**config.mk**
```make
export PLATFORM = sky130hd
export DESIGN_NAME = prog_loader_flat
export DESIGN_NICKNAME = d
export VERILOG_FILES = /design/src/rtl/prelude_pkg.sv /design/src/rtl/prog_loader_if.sv /design/src/rtl/uart_rx.sv /design/src/rtl/prog_loader.sv /design/src/flat_wrapper.sv
export SDC_FILE = /design/constraint.sdc
export NUM_CORES = 1
export LEC_CHECK = 0
export CORE_ASPECT_RATIO = 1.4
export CORE_MARGIN = 3
export CORE_UTILIZATION = 25
export CTS_BUF_LIST = sky130_fd_sc_hd__clkbuf_16
export CTS_CLUSTER_SIZE = 12
export DETAILED_ROUTE_END_ITERATION = 10
export GPL_TIMING_DRIVEN = 0
export SKIP_LAST_GASP = 1
export SYNTH_ARGS = -nofsm -noshare
export SYNTH_HDL_FRONTEND = slang
export SYNTH_SLANG_ARGS = --single-unit
```
**constraint.sdc**
```tcl
create_clock -name clk -period 2 [get_ports clk]
set_clock_uncertainty 0.1 [all_clocks]
set_input_delay 0.3 -clock clk [delete_from_list [all_inputs] [get_ports clk]]
set_output_delay 0.3 -clock clk [all_outputs]
set_load 0.005 [all_outputs]
```
**src/rtl/prelude_pkg.sv**
```systemverilog
// Shared constants and state encodings for the program loader and its UART receiver.
package prelude_pkg;

    localparam logic [7:0] LOADER_SYNC_BYTE = 8'hA5;

    typedef enum logic [2:0] {
        WAIT_SYNC,
        GET_LEN,
        GET_DATA,
        GET_SUM,
        RUN,
        ERROR
    } loader_state_t;

    typedef enum logic [1:0] {
        IDLE,
        START,
        DATA,
        STOP
    } rx_state_t;

endpackage

```
**src/rtl/prog_loader_if.sv**
```systemverilog
// Instruction-memory write port and core-control outputs of the program loader.
interface prog_loader_if;

    logic       mem_we;
    logic [7:0] mem_addr;
    logic [7:0] mem_wdata;
    logic       cpu_reset;
    logic       load_done;
    logic       load_err;

    modport master (
        output mem_we, mem_addr, mem_wdata, cpu_reset, load_done, load_err
    );

    modport slave (
        input mem_we, mem_addr, mem_wdata, cpu_reset, load_done, load_err
    );

endinterface

```
**src/rtl/uart_rx.sv**
```systemverilog
// 8N1 UART receiver: synchronizes the line, samples mid-bit, reports good
// bytes, framing errors and breaks as single-cycle pulses.
module uart_rx
    import prelude_pkg::*;
#(
    parameter int CLKS_PER_BIT = 234,
    parameter int SYNC_STAGES  = 2
) (
    input  logic       clk,
    input  logic       reset,
    input  logic       rx_line,
    output logic [7:0] rx_byte,
    output logic       rx_valid,
    output logic       rx_ferr,
    output logic       rx_brk
);

    localparam int             CW        = $clog2(CLKS_PER_BIT);
    localparam logic [CW-1:0]  BIT_LAST  = CW'(CLKS_PER_BIT - 1);
    localparam logic [CW-1:0]  HALF_LAST = CW'(CLKS_PER_BIT / 2 - 1);

    logic [SYNC_STAGES-1:0] sync_q, sync_d;
    rx_state_t              state_q, state_d;
    logic [CW-1:0]          cnt_q, cnt_d;
    logic [2:0]             bit_q, bit_d;
    logic [7:0]             shift_q, shift_d;
    logic [7:0]             byte_q, byte_d;
    logic                   hold_q, hold_d;
    logic                   valid_q, valid_d;
    logic                   ferr_q, ferr_d;
    logic                   brk_q, brk_d;
    logic                   line;

    assign line = sync_q[SYNC_STAGES-1];

    // Next-state logic for the synchronizer and the bit-sampling FSM.
    always_comb begin
        // NOTE: every signal gets a default first so no path leaves it unassigned and infers a latch.
        sync_d  = {sync_q[SYNC_STAGES-2:0], rx_line};
        state_d = state_q;
        cnt_d   = cnt_q;
        bit_d   = bit_q;
        shift_d = shift_q;
        byte_d  = byte_q;
        hold_d  = hold_q;
        valid_d = 1'b0;
        ferr_d  = 1'b0;
        brk_d   = 1'b0;

        case (state_q)
            IDLE: begin
                cnt_d = '0;
                if (!line) state_d = START;
            end
            START: begin
                if (cnt_q == HALF_LAST) begin
                    cnt_d = '0;
                    bit_d = 3'd0;
                    // A start bit that is gone by mid-bit is a glitch.
                    state_d = line ? IDLE : DATA;
                end else begin
                    cnt_d = cnt_q + CW'(1);
                end
            end
            DATA: begin
                if (cnt_q == BIT_LAST) begin
                    cnt_d   = '0;
                    shift_d = {line, shift_q[7:1]};
                    bit_d   = bit_q + 3'd1;
                    if (bit_q == 3'd7) state_d = STOP;
                end else begin
                    cnt_d = cnt_q + CW'(1);
                end
            end
            STOP: begin
                if (hold_q) begin
                    // After a bad stop bit, only a high line can end the frame.
                    if (line) begin
                        hold_d  = 1'b0;
                        state_d = IDLE;
                    end
                end else if (cnt_q == BIT_LAST) begin
                    cnt_d  = '0;
                    byte_d = shift_q;
                    if (line) begin
                        valid_d = 1'b1;
                        state_d = IDLE;
                    end else begin
                        ferr_d = 1'b1;
                        brk_d  = (shift_q == 8'h00);
                        hold_d = 1'b1;
                    end
                end else begin
                    cnt_d = cnt_q + CW'(1);
                end
            end
            default: state_d = IDLE;
        endcase
    end

    // State registers; the synchronizer resets to the idle-high line level.
    always_ff @(posedge clk or posedge reset) begin
        // NOTE: non-blocking assignments so every flop samples values from before this edge.
        if (reset) begin
            sync_q  <= '1;
            state_q <= IDLE;
            cnt_q   <= '0;
            bit_q   <= '0;
            shift_q <= '0;
            byte_q  <= '0;
            hold_q  <= 1'b0;
            valid_q <= 1'b0;
            ferr_q  <= 1'b0;
            brk_q   <= 1'b0;
        end else begin
            sync_q  <= sync_d;
            state_q <= state_d;
            cnt_q   <= cnt_d;
            bit_q   <= bit_d;
            shift_q <= shift_d;
            byte_q  <= byte_d;
            hold_q  <= hold_d;
            valid_q <= valid_d;
            ferr_q  <= ferr_d;
            brk_q   <= brk_d;
        end
    end

    assign rx_byte  = byte_q;
    assign rx_valid = valid_q;
    assign rx_ferr  = ferr_q;
    assign rx_brk   = brk_q;

endmodule

```
**src/rtl/prog_loader.sv**
```systemverilog
// Serial boot loader: receives A5/LEN/data[/CHK] over UART, writes the image
// into instruction memory and holds the core in reset until a good load.
// Optional macro PROG_LOADER_CHECKSUM_EN adds the trailing checksum byte check.
module prog_loader
    import prelude_pkg::*;
#(
    parameter int CLKS_PER_BIT = 234,
    parameter int SYNC_STAGES  = 2
) (
    input  logic          clk,
    input  logic          reset,
    input  logic          uart_rx,
    prog_loader_if.master bus
);

    logic [7:0] rx_byte;
    logic       rx_valid;
    logic       rx_ferr;
    logic       rx_brk;

    uart_rx #(
        .CLKS_PER_BIT(CLKS_PER_BIT),
        .SYNC_STAGES (SYNC_STAGES)
    ) u_rx (
        .clk     (clk),
        .reset   (reset),
        .rx_line (uart_rx),
        .rx_byte (rx_byte),
        .rx_valid(rx_valid),
        .rx_ferr (rx_ferr),
        .rx_brk  (rx_brk)
    );

    loader_state_t state_q, state_d;
    logic [8:0]    rem_q, rem_d;      // bytes still to write; 256 encodes LEN=0
    logic [7:0]    addr_q, addr_d;
    logic [7:0]    sum_q, sum_d;
    logic          we_q, we_d;
    logic [7:0]    wdata_q, wdata_d;
    logic          cpu_reset_q, cpu_reset_d;
    logic          load_done_q, load_done_d;
    logic          load_err_q, load_err_d;

    // Loader protocol FSM; outputs are decoded from the next state so they register with it.
    always_comb begin
        state_d = state_q;
        rem_d   = rem_q;
        addr_d  = addr_q;
        sum_d   = sum_q;
        we_d    = 1'b0;
        wdata_d = wdata_q;

        // Address/sum/count advance in the cycle the strobe is high.
        if (we_q) begin
            addr_d = addr_q + 8'd1;
            sum_d  = sum_q + wdata_q;
            rem_d  = rem_q - 9'd1;
        end

        case (state_q)
            WAIT_SYNC: begin
                if (rx_valid && rx_byte == LOADER_SYNC_BYTE) state_d = GET_LEN;
            end
            GET_LEN: begin
                if (rx_ferr) begin
                    state_d = ERROR;
                end else if (rx_valid) begin
                    rem_d   = (rx_byte == 8'h00) ? 9'd256 : {1'b0, rx_byte};
                    addr_d  = 8'h00;
                    sum_d   = 8'h00;
                    state_d = GET_DATA;
                end
            end
            GET_DATA: begin
                if (rx_ferr) begin
                    state_d = ERROR;
                end else if (rx_valid) begin
                    we_d    = 1'b1;
                    wdata_d = rx_byte;
                end else if (we_q && rem_q == 9'd1) begin
`ifdef PROG_LOADER_CHECKSUM_EN
                    state_d = GET_SUM;
`else
                    state_d = RUN;
`endif
                end
            end
`ifdef PROG_LOADER_CHECKSUM_EN
            GET_SUM: begin
                if (rx_ferr) begin
                    state_d = ERROR;
                end else if (rx_valid) begin
                    state_d = (rx_byte == sum_q) ? RUN : ERROR;
                end
            end
`endif
            RUN: begin
                if (rx_brk) state_d = WAIT_SYNC;
            end
            ERROR: begin
                if (rx_valid && rx_byte == LOADER_SYNC_BYTE) state_d = GET_LEN;
            end
            default: state_d = WAIT_SYNC;
        endcase

        cpu_reset_d = (state_d != RUN);
        load_done_d = (state_d == RUN);
        load_err_d  = (state_d == ERROR);
    end

    // Loader registers; reset holds the core in reset and parks the FSM.
    always_ff @(posedge clk or posedge reset) begin
        if (reset) begin
            state_q     <= WAIT_SYNC;
            rem_q       <= '0;
            addr_q      <= '0;
            sum_q       <= '0;
            we_q        <= 1'b0;
            wdata_q     <= '0;
            cpu_reset_q <= 1'b1;
            load_done_q <= 1'b0;
            load_err_q  <= 1'b0;
        end else begin
            state_q     <= state_d;
            rem_q       <= rem_d;
            addr_q      <= addr_d;
            sum_q       <= sum_d;
            we_q        <= we_d;
            wdata_q     <= wdata_d;
            cpu_reset_q <= cpu_reset_d;
            load_done_q <= load_done_d;
            load_err_q  <= load_err_d;
        end
    end

    assign bus.mem_we    = we_q;
    assign bus.mem_addr  = addr_q;
    assign bus.mem_wdata = wdata_q;
    assign bus.cpu_reset = cpu_reset_q;
    assign bus.load_done = load_done_q;
    assign bus.load_err  = load_err_q;

endmodule

```
**src/flat_wrapper.sv**
```systemverilog
// flat-port wrapper written by rule: the top's interface ports become plain ports
module prog_loader_flat import prelude_pkg::*;
#(
    parameter int CLKS_PER_BIT = 234,
    parameter int SYNC_STAGES  = 2
)
  (clk, reset, uart_rx, bus_mem_we, bus_mem_addr, bus_mem_wdata, bus_cpu_reset, bus_load_done, bus_load_err);
  prog_loader_if bus_i ();
  input  logic clk;
  input  logic reset;
  input  logic uart_rx;
  output wire logic [$bits(bus_i.mem_we)-1:0] bus_mem_we;
  output wire logic [$bits(bus_i.mem_addr)-1:0] bus_mem_addr;
  output wire logic [$bits(bus_i.mem_wdata)-1:0] bus_mem_wdata;
  output wire logic [$bits(bus_i.cpu_reset)-1:0] bus_cpu_reset;
  output wire logic [$bits(bus_i.load_done)-1:0] bus_load_done;
  output wire logic [$bits(bus_i.load_err)-1:0] bus_load_err;
  assign bus_mem_we = bus_i.mem_we;
  assign bus_mem_addr = bus_i.mem_addr;
  assign bus_mem_wdata = bus_i.mem_wdata;
  assign bus_cpu_reset = bus_i.cpu_reset;
  assign bus_load_done = bus_i.load_done;
  assign bus_load_err = bus_i.load_err;
  prog_loader #(.CLKS_PER_BIT(CLKS_PER_BIT), .SYNC_STAGES(SYNC_STAGES)) u_core (.clk(clk), .reset(reset), .uart_rx(uart_rx), .bus(bus_i));
endmodule
```
==> flow_summary_export.csv <==
group,metric,value,unit
run_status,status,"finished, final reports clean",
floorplan,die-area,14200,um2
flow_run,maxCapViolations,0,
route,drt_wl_total,6590,um
power_and_ir_drop,switching_share,20.9,%
power_and_ir_drop,power.internal,2180,uW
timing,finalCritPeriodShare,94.8,%
global_routing,antenna_found_initial,0,
placed_design,pre_cts_slack,-0.109,ns
global_routing,grt_usage,10.0,%
power_and_ir_drop,power_switching,575,uW
logic_synthesis,synth-edff-count,0,
floorplan,num_io_pins,23,
power_and_ir_drop,p_leak,0.00175,uW
cells_and_area,nets,338,
placed_design,dp_hpwl,4600,um
route,drt_iter0_markers,102,
clocking,clk_latency,0.33,ns
logic_synthesis,yosys.area.top_type,"dfrtp_1",
logic_synthesis,yosysSeqAreaShare,52.6,%
global_routing,grt_pass1_vias,2302,
route,post_drt_wl_per_cell,13.7,um
timing,hold_viol,0,
worst_setup_path,crit_arrival,2.01,ns
floorplan,core,12400,um2
worst_setup_path,crit_path_max_fanout,10,
timing,tightest_slew,0.730,ns
cells_and_area,fillers,1230,
timing,finalSetupViolCount,0,
cells_and_area,final_cells,482,
timing,relSlewSlack,50.6,%
logic_synthesis,synth_area_leaders,"dfrtp_1, mux2_2, nand2_1",
route,via_per_inst,4.77,
power_and_ir_drop,p_comb_share,1.3,%
logic_synthesis,synth.yosys.warnings,0,
route,drcViolationCount,0,
global_routing,grt_pass1_wl,11100,um
clocking,root_buffer,"clkbuf_16",
worst_setup_path,worst_setup_path_end_kind,"register",
cells_and_area,syn_to_final_growth,23.5,%
placed_design,place_congestion,0.808,
clocking,clkSinkCount,67,
worst_setup_path,worst-setup-path-type,"reg -> reg",
logic_synthesis,synth.most_common_cell,"dfrtp_1",
placed_design,portBuffers,22,
logic_synthesis,yosys-top-cells-count,"dfrtp_1, nand2_1, mux2_2",
power_and_ir_drop,seqPwrFrac,49.5,%
floorplan,die_y,140,um
route,vias,2299,
clocking,path_clk_slew,0.05,ns
timing,slew_viol_final,0,
timing,rsz0062_at_grt,"false",
floorplan,start_util,25.7,%
floorplan,rows,48,
logic_synthesis,synth_area,3200,um2
power_and_ir_drop,pwr-share-clk,49.2,%
clocking,htreeDepth,3,
global_routing,grt_max_degree,38,
power_and_ir_drop,peakVddDrop,0.000327,V
logic_synthesis,synth.distinct_cells,51,
cells_and_area,antennaDiodeCount,0,
worst_setup_path,cp.required,2.11,ns
cells_and_area,post_route_cells_drive_above_1_share,19.0,%
clocking,cts_tree,"yes",
logic_synthesis,ys_async_sr_fraction,100,%
worst_setup_path,startpoint_type,"register",
timing,fin_ws,0.103,ns
logic_synthesis,syn_avg_cell_area,11.1,um2
floorplan,die_x,102,um
placed_design,place_inst,462,
power_and_ir_drop,power.density,698,nW/um2
clocking,clockBufferDepth,2,
route,firstDrtPassIters,4,
route,ant_nets,0,
timing,fin_crit,1.90,ns
logic_synthesis,synth_seq_cells,67,
logic_synthesis,synth_top_area_share,50.1,%
logic_synthesis,syn_inst,289,
logic_synthesis,syn-num-nets,300,
global_routing,overflow,0,
timing,max_freq,527,MHz
hold_path,hold_class,"reg -> reg",
logic_synthesis,ys.flop_type,"dfrtp_1",
clocking,numCtsBuffers,9,
[layer usage]
metal / global-route usage (%) / up-vias / wire (um)
li1: - / 1123 / -
met5: 0 / - / 0
met4: 4.97 / 0 / 156
met3: 3.11 / 12 / 226
met2: 16.7 / 42 / 3330
met1: 11.5 / 1122 / 2880
[cell families after synthesis]
family	after synthesis	synth area share, %
xor+xnor	14	3.84
flops	67	52.6
mux	29	10.1
fa+ha+maj	8	3.13
simple gates	102	17.6
compound gates	50	9.71
buf+inv	19	3.09
[sequential cells by signal, indices dropped and copies added (netlist names), named ones only]
register and cells:
u_core.rem_q 9, u_core.bus.mem_addr 8, u_core.bus.mem_wdata 8, u_core.u_rx.cnt_q 8, u_core.u_rx.rx_byte 8, u_core.u_rx.shift_q 8, u_core.state_q 3, u_core.u_rx.bit_q 3
u_core.u_rx.sync_q 2, u_core.bus.cpu_reset 1, u_core.bus.load_done 1, u_core.bus.load_err 1, u_core.bus.mem_we 1, u_core.u_rx.hold_q 1, u_core.u_rx.rx_brk 1, u_core.u_rx.rx_ferr 1
u_core.u_rx.rx_valid 1, u_core.u_rx.state_q 1
[power groups by stage]
stage	Clock (uW)	Combinational, uW	Sequential [uW]
floorplan	0	20.2	1390
finish	1360	35.2	1360
global route	1480	43.0	1360
CTS	1390	38.1	1360
detailed placement	0	38.3	1390
global placement	0	32.7	1390
[worst max-delay path: stages (launching register included)]
cell and delay [ns]:
dfrtp_1 0.39, inv_2 0.08, ha_1 0.13, nand4_1 0.15
and4bb_2 0.35, buf_6 0.12, buf_12 0.12, mux2_2 0.33
[cell usage in the layout (no fill, tap or decap), types with 2 or more instances in the layout]
master           instances
or4_1                    2
or3_1                    3
nor3_1                   5
a31oi_1                  4
o22ai_1                  2
o2bb2ai_1                2
nand2_1                 30
mux2_2                  25
ha_1                     8
o21ai_0                 18
clkinv_1                 2
a21oi_1                  9
o41ai_1                  2
a22oi_1                  2
o211ai_1                 2
or2_2                    2
nor2b_1                  4
nor4b_1                  2
dfrtp_1                 64
buf_4                    3
nor4_1                   5
buf_12                   3
inv_1                   10
clkbuf_1                 4
nand3_1                  8
xor2_1                   7
nor3b_1                  2
clkinv_2                 2
clkdlybuf4s50_1         22
clkbuf_16                9
nand4_1                  5
mux2i_1                  4
and3_1                   8
nor2_1                  14
buf_2                    3
xnor2_1                  7
dfstp_2                  3
[final cells by class]
| type | instances | area (um2) | share of cell area, % |
|---|---|---|---|
| buffer | 10 | 66.3 | 1.68 |
| sequential | 67 | 1680 | 42.6 |
| clock inverter | 7 | 28.8 | 0.729 |
| timing repair buffer | 27 | 283 | 7.16 |
| tap | 150 | 188 | 4.75 |
| inverter | 9 | 37.5 | 0.951 |
| clock buffer | 9 | 225 | 5.71 |
| multi-input combinational | 203 | 1440 | 36.5 |
[final timing paths]
| path | start | end | slack [ns] | cells past startpoint |
|---|---|---|---|---|
| worst max-delay path | u_core.u_rx.cnt_q[1] | u_core.u_rx.shift_q[3] | 0.10 | 7 |
| worst min-delay path | u_core.u_rx.sync_q[0] | u_core.u_rx.sync_q[1] | 0.25 | 0 |
| worst max register to register | u_core.u_rx.cnt_q[1] | u_core.u_rx.shift_q[3] | 0.10 | 7 |
| worst min register to register | u_core.u_rx.sync_q[0] | u_core.u_rx.sync_q[1] | 0.25 | 0 |
| max in group asynchronous | reset | u_core.u_rx.sync_q[1] | 0.80 | 3 |
| min in group asynchronous | reset | u_core.u_rx.cnt_q[6] | 0.32 | 2 |
[stage by stage]
| stage | util, % | setup TNS (ns) | hold slack (ns) | instance area [um2] | total power [uW] |
|---|---|---|---|---|---|
| global route | 31.8 | 0 | 0.257 | 3950 | 2880 |
| global placement | 29.0 | -0.826 | 0.247 | 3610 | 1420 |
| CTS | 31.4 | 0 | 0.255 | 3910 | 2790 |
| finish | 31.8 | 0 | 0.255 | 3950 | 2750 |
| floorplan | - | 0 | 0.204 | 3200 | 1410 |
| detailed placement | 29.2 | -0.899 | 0.247 | 3630 | 1420 |
[repair_timing]
action                     in CTS  in global routing
setup buffers                   1                  3
gates resized for setup         1                  6
setup endpoints to repair      13                 20
pin swaps                       1                  1
hold buffers                    0                  0
Power figures use the tool's default switching activity.
